### src/rtl/rv32i_pkg.sv
// Shared types for the data-cache port arbiter: datapath width, arbiter
// state encoding and the loader FIFO entry layout.
package rv32i_pkg;

  localparam int DPW = 32;

  typedef enum logic [1:0] {
    BOOT  = 2'd0,
    DRAIN = 2'd1,
    RUN   = 2'd2
  } arb_state_t;

  typedef struct packed {
    logic [DPW-1:0] addr;
    logic [DPW-1:0] data;
  } ldr_entry_t;

endpackage

### src/rtl/dcarb_ldr_fifo.sv
// Synchronous FIFO of loader writes. Exposes every slot plus a per-slot valid
// vector so the arbiter can compare all pending addresses at once.
module dcarb_ldr_fifo
  import rv32i_pkg::*;
#(
  parameter int DEPTH = 4
) (
  input  logic                     clk,
  input  logic                     arst,
  input  logic                     push,
  input  logic                     pop,
  input  ldr_entry_t               wrEntry,
  output logic                     full,
  output logic                     empty,
  output ldr_entry_t               head,
  output ldr_entry_t [DEPTH-1:0]   entries,
  output logic [DEPTH-1:0]         validVec
);

  localparam int AW = $clog2(DEPTH);
  localparam logic [AW:0] PtrOne = (AW+1)'(1);

  // Pointers carry one extra wrap bit to tell full from empty.
  logic [AW:0] wrPtr, rdPtr;
  ldr_entry_t [DEPTH-1:0] mem;

  always_ff @(posedge clk or posedge arst) begin
    if (arst) begin
      wrPtr    <= '0;
      rdPtr    <= '0;
      validVec <= '0;
    end else begin
      if (push) begin
        wrPtr                  <= wrPtr + PtrOne;
        validVec[wrPtr[AW-1:0]] <= 1'b1;
      end
      if (pop) begin
        rdPtr                  <= rdPtr + PtrOne;
        validVec[rdPtr[AW-1:0]] <= 1'b0;
      end
    end
  end

  always_ff @(posedge clk) begin
    if (push) mem[wrPtr[AW-1:0]] <= wrEntry;
  end

  assign empty   = (wrPtr == rdPtr);
  assign full    = (wrPtr[AW] != rdPtr[AW]) && (wrPtr[AW-1:0] == rdPtr[AW-1:0]);
  assign head    = mem[rdPtr[AW-1:0]];
  assign entries = mem;

endmodule

### src/rtl/dcache_port_arbiter.sv
// Arbitrates the single-port data cache between the Memory stage and the
// buffered external loader. Define DCARB_PERF_EN to add stall/force counters.
module dcache_port_arbiter
  import rv32i_pkg::*;
#(
  parameter int LDR_DEPTH = 4,
  parameter int MAX_WAIT  = 8
) (
  input  logic           clk,
  input  logic           arst,
  input  logic           boot_done,
  input  logic           ldr_valid,
  input  logic [DPW-1:0] ldr_addr,
  input  logic [DPW-1:0] ldr_data,
  output logic           ldr_ready,
  output logic           ldr_overflow,
  input  logic           m_req,
  input  logic           m_we,
  input  logic [DPW-1:0] m_addr,
  input  logic [DPW-1:0] m_wdata,
  output logic           m_stall,
  output logic           dc_en,
  output logic           dc_we,
  output logic [DPW-1:0] dc_addr,
  output logic [DPW-1:0] dc_wdata,
  output logic [1:0]     arb_state
`ifdef DCARB_PERF_EN
  ,
  output logic [31:0]    perf_stall_cnt,
  output logic [15:0]    perf_force_cnt
`endif
);

  localparam int CW = $clog2(MAX_WAIT + 1);
  localparam logic [CW-1:0] CntMax = CW'(MAX_WAIT);
  localparam logic [CW-1:0] CntOne = CW'(1);

  arb_state_t state, stateNext;
  logic [CW-1:0] starveCnt;
  logic fifoFull, fifoEmpty, push, hazard, starved, loaderGrant, pipeGrant;
  ldr_entry_t ldrEntry, head;
  ldr_entry_t [LDR_DEPTH-1:0] entries;
  logic [LDR_DEPTH-1:0] validVec;

  assign ldrEntry.addr = ldr_addr;
  assign ldrEntry.data = ldr_data;
  assign ldr_ready     = !fifoFull;
  assign push          = ldr_valid && !fifoFull;
  assign arb_state     = state;

  dcarb_ldr_fifo #(.DEPTH(LDR_DEPTH)) uFifo (
    .clk      (clk),
    .arst     (arst),
    .push     (push),
    .pop      (loaderGrant),
    .wrEntry  (ldrEntry),
    .full     (fifoFull),
    .empty    (fifoEmpty),
    .head     (head),
    .entries  (entries),
    .validVec (validVec)
  );

  // A pipeline access to a word still queued must wait for the loader write.
  always_comb begin
    hazard = 1'b0;
    for (int i = 0; i < LDR_DEPTH; i++) begin
      if (validVec[i] && (entries[i].addr[DPW-1:2] == m_addr[DPW-1:2])) hazard = 1'b1;
    end
    hazard = hazard && m_req && !fifoEmpty;
  end

  assign starved = !fifoEmpty && (starveCnt == CntMax);

  always_ff @(posedge clk or posedge arst) begin
    if (arst) state <= BOOT;
    else      state <= stateNext;
  end

  always_comb begin
    stateNext = state;
    case (state)
      BOOT:    if (boot_done) stateNext = DRAIN;
      DRAIN:   if (fifoEmpty && !push) stateNext = RUN;
      RUN:     stateNext = RUN;
      default: stateNext = BOOT;
    endcase
  end

  always_comb begin
    loaderGrant = 1'b0;
    pipeGrant   = 1'b0;
    m_stall     = 1'b1;
    dc_en       = 1'b0;
    dc_we       = 1'b0;
    dc_addr     = '0;
    dc_wdata    = '0;
    case (state)
      BOOT, DRAIN: loaderGrant = !fifoEmpty;
      RUN: begin
        loaderGrant = !fifoEmpty && (starved || hazard || !m_req);
        pipeGrant   = m_req && !loaderGrant;
        m_stall     = m_req && loaderGrant;
      end
      default: ;
    endcase
    if (loaderGrant) begin
      dc_en    = 1'b1;
      dc_we    = 1'b1;
      dc_addr  = head.addr;
      dc_wdata = head.data;
    end else if (pipeGrant) begin
      dc_en    = 1'b1;
      dc_we    = m_we;
      dc_addr  = m_addr;
      dc_wdata = m_wdata;
    end
  end

  always_ff @(posedge clk or posedge arst) begin
    if (arst)                                           starveCnt <= '0;
    else if (state != RUN || fifoEmpty || loaderGrant)  starveCnt <= '0;
    else if (starveCnt != CntMax)                       starveCnt <= starveCnt + CntOne;
  end

  always_ff @(posedge clk or posedge arst) begin
    if (arst)                       ldr_overflow <= 1'b0;
    else if (ldr_valid && fifoFull) ldr_overflow <= 1'b1;
  end

`ifdef DCARB_PERF_EN
  always_ff @(posedge clk or posedge arst) begin
    if (arst) begin
      perf_stall_cnt <= '0;
      perf_force_cnt <= '0;
    end else if (state == RUN) begin
      if (m_req && m_stall) perf_stall_cnt <= perf_stall_cnt + 32'd1;
      if (starved)          perf_force_cnt <= perf_force_cnt + 16'd1;
    end
  end
`endif

endmodule

### config.mk
export PLATFORM = sky130hd
export DESIGN_NAME = dcache_port_arbiter
export DESIGN_NICKNAME = d
export VERILOG_FILES = /design/src/rtl/rv32i_pkg.sv /design/src/rtl/dcarb_ldr_fifo.sv /design/src/rtl/dcache_port_arbiter.sv
export SDC_FILE = /design/constraint.sdc
export NUM_CORES = 1
export LEC_CHECK = 0
export ABC_AREA = 1
export CORE_ASPECT_RATIO = 2
export CORE_MARGIN = 3
export CORE_UTILIZATION = 38
export CTS_CLUSTER_SIZE = 12
export DETAILED_ROUTE_END_ITERATION = 10
export GPL_TIMING_DRIVEN = 1
export PLACE_DENSITY = 0.66
export RECOVER_POWER = 100
export SYNTH_ARGS = -nofsm -noshare
export SYNTH_HDL_FRONTEND = slang
export SYNTH_SLANG_ARGS = --single-unit
### constraint.sdc
create_clock -name clk -period 12.45 [get_ports clk]
set_clock_uncertainty 0.05 [all_clocks]
set_input_delay 1.245 -clock clk [delete_from_list [all_inputs] [get_ports clk]]
set_output_delay 1.245 -clock clk [all_outputs]
set_load 0.1 [all_outputs]
==> flow_summary.json, run 1 <==
{
  "status": "finished, violations left",
  "violations": "max-capacitance violations, max-slew violations",
  "avgSynthCellArea_um2": 8.84,
  "synth_warnings": 0,
  "rsz0062_at_grt": "no",
  "path_cells": "dlygate4sd3_1, inv_1, nand2_1, o21ai_0, nor2_1, nand2_1, nor2_1, nand2_1, nor2_1, nor2_1, nand3_2, nand3_1, nand2_1, clkbuf_1, nand3_1, nand2_1, dlygate4sd3_1",
  "final_cell_mix": "450 x nand2_1, 256 x edfxtp_1, 214 x nor2_1, 153 x inv_1, 137 x dlygate4sd3_1",
  "cp_max_fo": 71,
  "cp-end-kind": "output pin",
  "ys_ff_latch": 273,
  "fmax_ghz": 0.107,
  "cp_slowest_cell": "clkbuf_1",
  "htree_levels": 1,
  "synth_edf_count": 256,
  "vias": 11600,
  "cts_resized": 0,
  "worst_path_largest_cell_delay_ps": 2910,
  "fin_tns_setup_ps": 0,
  "layout-drive-gt1-share_pct": 3.60,
  "setup_viol": 0,
  "die_w_um": 141,
  "dr.pass1.iters": 6,
  "crit_type": "in2out",
  "yosys.cell_types.count": 30,
  "wl_per_cell_um": 20.1,
  "fp.dieH_um": 275,
  "cpLargestDelayFamily": "buffers and inverters",
  "clkTransAtPathRegs_ps": 60,
  "synth_fp_nets": 1709,
  "drt-total-wl_mm": 44.3,
  "drv_slew": 351,
  "cts_buffers": 27,
  "gp_congestion": 0.930,
  "synthesis.area_mm2": 0.0138,
  "cp.required_ps": 11150,
  "route.detailed.drc": 0,
  "io_buffer_count": 204,
  "cp_common_cell": "nand2_1",
  "grt_pass1_wl_mm": 65.8,
  "final_common_cell": "nand2_1",
  "cts_tree": "done",
  "io_pins": 205,
  "grt_pass1_vias": 11600,
  "netlist_instances": 1561,
  "hpwl_mm": 29.5,
  "hold_path_class": "reg2reg",
  "relSlewSlack_pct": -175,
  "rows": 98,
  "hold_viol": 0,
  "synth-async-reset-ratio_pct": 6.23,
  "holdWs_ps": 430,
  "worstPathArrival_ps": 8090,
  "fin_crit_ps": 9390,
  "cts_sinks": 273,
  "ys.flop_type": "edfxtp_1",
  "cp_num_buf_inv": 4,
  "coreArea_mm2": 0.0358,
  "grtUsageTotal_pct": 22.2,
  "clockBufferDepth": 3,
  "synth_seq_area_share_pct": 58.8,
  "syn2layout_area_growth_pct": 22.8,
  "ant_nets": 0,
  "grt_max_degree": 101,
  "fin_util_pct": 47.3,
  "final_net_count": 1883,
  "worstMarginPinSlew_ps": 4120,
  "cts_root_buf": "clkbuf_16",
  "dieArea_mm2": 0.0388,
  "cp-start-kind": "primary input",
  "drtIter0Drc": 949,
  "overflow": 0,
  "viasPerCell": 5.24,
  "insertion_delay_ps": 540,
  "drv_cap": 8,
  "antenna_found_initial": 14,
  "min_period_over_period_pct": 75.4,
  "initial_utilization_pct": 38.5,
  "ctsHoldBuffers": 0,
  "post-cts-setup-buffers": 0
}
-- synth_stat cells (2+ instances only) --
cell type	n	area, um^2
or2_2	5	31.3
xnor2_1	16	140
nand3_1	60	300
o22ai_1	34	213
nand2_1	448	1680
a21oi_1	64	320
o211ai_1	10	75.1
inv_1	153	574
buf_2	12	60.1
or2_0	3	18.8
buf_4	5	37.5
inv_2	18	67.6
o21ai_1	3	15.0
o21ai_0	130	651
clkbuf_1	48	180
nand3b_1	2	15.0
nand2_2	2	12.5
ha_1	14	175
dfrtp_1	17	425
nand4_1	30	188
buf_1	3	11.3
xor2_1	7	61.3
nor2_1	214	803
edfxtp_1	256	7690
buf_6	2	22.5
-- stage by stage --
step / setup slack (ps) / cell area, um^2 / std cells
2_1_floorplan: 7100 / 13800 / 1561
3_5_place_dp: 5580 / 16200 / 2156
6_report: 3060 / 16900 / 2207
5_1_grt: 2710 / 16900 / 2204
3_3_place_gp: 5630 / 16200 / 2156
4_1_cts: 5580 / 17000 / 2198
-- cells by family (layout without fill, tap and decap cells) --
group | count (synthesis) | after routing | share of synthesized area (%)
buf+inv | 242 | 429 | 6.94
other cells | 0 | 9 | 0
flops | 273 | 273 | 58.8
xor+xnor | 23 | 23 | 1.46
compound gates | 242 | 242 | 9.28
simple gates | 767 | 767 | 22.3
fa+ha+maj | 14 | 14 | 1.27
-- routing by layer --
layer / share of wire, % / wire (um) / global-route usage [%]
met1: 34 / 15200 / 22.9
met2: 53 / 23700 / 41.5
met3: 5.7 / 2540 / 3.50
met4: 6.4 / 2820 / 13.6
met5: 0.093 / 41 / 0
-- registers in the layout (all words and copies together) (netlist names) --
register,flops
uFifo.validVec,4
uFifo.rdPtr,3
starveCnt,4
uFifo.entries,256
ldr_overflow,1
uFifo.wrPtr,3
arb_state,2
-- path summary, 6_finish.rpt --
path                                start            endpoint  slack (ps)  cells after the start
min in group asynchronous            arst        arb_state[1]        1230                      2
max in group asynchronous            arst      uFifo.rdPtr[1]       10580                      2
max                            m_addr[31]         dc_wdata[6]        3060                     17
min                          ldr_overflow        ldr_overflow         430                      1
max reg2reg                uFifo.rdPtr[0]  uFifo.entries[187]        5810                      5
min reg2reg                  ldr_overflow        ldr_overflow         430                      1
-- cell type report --
cell class,instances,area (um^2)
Antenna cell,9,22.5
Clock inverter,3,15.0
Inverter,172,647
Fill cell,3412,18900
Multi-Input combinational cell,1046,4740
Timing Repair Buffer,215,2110
Clock buffer,39,741
Tap cell,450,563
Sequential cell,273,8110
Power of run 1 is not shown: default switching activity piles up to over one toggle a cycle in this logic, so the estimate is an artifact.
==> run 2, diff against run 1 <==
clock period = 9 ns   (was 12.45 ns; I/O delays follow)
==> run 2 against run 1 <==
  * The run still ends with max-capacitance violations, max-slew violations left
  * Count of clock-buffer cells in the layout increased by 4
  * First-iteration DRC count increased by 1.3%
  * Worst setup slack got worse by 1200 ps
==> flow_summary.json, run 2 (synthesis gave the netlist of run 1 again) <==
{
  "cp-start-kind": "flop",
  "setup_ws_ps": 1910,
  "ctsHoldBuffers": 0,
  "hold_path_class": "reg2reg",
  "setup_viol": 0,
  "final_common_cell": "nand2_1",
  "post-cts-setup-buffers": 0,
  "rsz0062_at_grt": "no",
  "largest_reg_flops": 256,
  "clkTransAtPathRegs_ps": 60,
  "fin_tns_setup_ps": 0,
  "worstHoldStart": "ldr_overflow",
  "antenna_found_initial": 13,
  "htree_levels": 1,
  "r2r-start": "uFifo.rdPtr[0]",
  "die_w_um": 141,
  "overflow": 0,
  "route.detailed.drc": 0,
  "crit_type": "reg2out",
  "status": "finished, violations left",
  "cts_sinks": 273,
  "cp-end-kind": "output pin",
  "final_net_count": 1883,
  "crit_path_start": "uFifo.rdPtr[0]",
  "violations": "max-capacitance violations, max-slew violations",
  "cp.required_ps": 8050,
  "fp.dieH_um": 275,
  "wl_per_cell_um": 19.8,
  "layout-drive-gt1-share_pct": 3.60,
  "placedInstanceArea_mm2": 0.0162,
  "viasPerCell": 5.24,
  "grt_max_degree": 99,
  "relSlewSlack_pct": -109,
  "drv_slew": 328,
  "rows": 98,
  "holdWs_ps": 427,
  "min_period_over_period_pct": 78.8,
  "cts_resized": 0,
  "dieArea_mm2": 0.0388,
  "final_cell_mix": "450 x nand2_1, 256 x edfxtp_1, 214 x nor2_1, 153 x inv_1, 135 x dlygate4sd3_1",
  "worstMarginPinSlew_ps": 3120,
  "ant_nets": 0,
  "hold_viol": 0,
  "initial_utilization_pct": 38.5,
  "drt-total-wl_mm": 43.8,
  "coreArea_mm2": 0.0358,
  "fmax_ghz": 0.141,
  "cts_buffers": 27,
  "fin_crit_ps": 7090,
  "cts_root_buf": "clkbuf_16",
  "dr.pass1.iters": 6,
  "io_buffer_count": 204,
  "drv_cap": 9,
  "cts_tree": "done",
  "dp_slack_ps": 2690,
  "insertion_delay_ps": 550,
  "drtIter0Drc": 961,
  "grt_pass1_vias": 11500,
  "vias": 11600,
  "worstPathArrival_ps": 6140,
  "io_pins": 205,
  "syn2layout_area_growth_pct": 22.8,
  "hpwl_mm": 29.5,
  "gp_congestion": 0.947,
  "clockBufferDepth": 3,
  "cp_max_fo": 48,
  "grtUsageTotal_pct": 21.8,
  "fin_area_mm2": 0.0169,
  "grt_pass1_wl_mm": 64.8
}
[run 2: cell types whose count changed in the layout (fill, tap and decap cells not counted)]
cell             before  now
clkinvlp_4            1    0
clkdlybuf4s50_1      67   69
dlygate4sd3_1       137  135
clkbuf_8              2    0
clkinv_2              1    2
inv_6                 0    1
clkbuf_1             15   20
buf_4                 6    7
clkinv_1              2    1
[run 2: area by class of cell]
type | instances | area (um^2)
clock buffer | 43 | 736
tap | 450 | 563
multi-input combinational | 1046 | 4740
sequential | 273 | 8110
clock inverter | 3 | 17.5
timing repair buffer | 215 | 2110
fill | 3389 | 18900
inverter | 172 | 647
antenna | 9 | 22.5
[run 2: worst max-delay path, cell delays in order, from the launching register on]
cell           delay, ps
dfrtp_1             1440
xnor2_1              230
nand3_1              250
nand3_1              210
nand2_1               90
nand2_1             1250
buf_4                560
nand2_1              150
nand2_1              100
dlygate4sd3_1       1210
[run 2: final timing paths]
kind	endpoint	cells after the start	slack, ps
min reg2reg	ldr_overflow	1	430
max reg2reg	uFifo.validVec[0]	8	1960
min	ldr_overflow	1	430
max	dc_wdata[12]	9	1910
max in group asynchronous	uFifo.rdPtr[1]	2	7490
min in group asynchronous	ldr_overflow	2	870
[run 2: metrics by stage]
stage	util (%)	cells
2_1_floorplan	-	1561
3_3_place_gp	45.3	2156
3_5_place_dp	45.3	2156
4_1_cts	47.4	2202
5_1_grt	47.3	2209
6_report	47.3	2211
[run 2: routing by layer]
metal  track usage (%)  up-vias  part of all wire, %
met1              23.1     5450                   35
met5                 0        -                0.082
met3              2.79      127                  6.1
met4              13.7        6                  6.0
li1                  -     5521                    -
met2              40.5      491                   53
Power of run 2 is left out for the same reason.
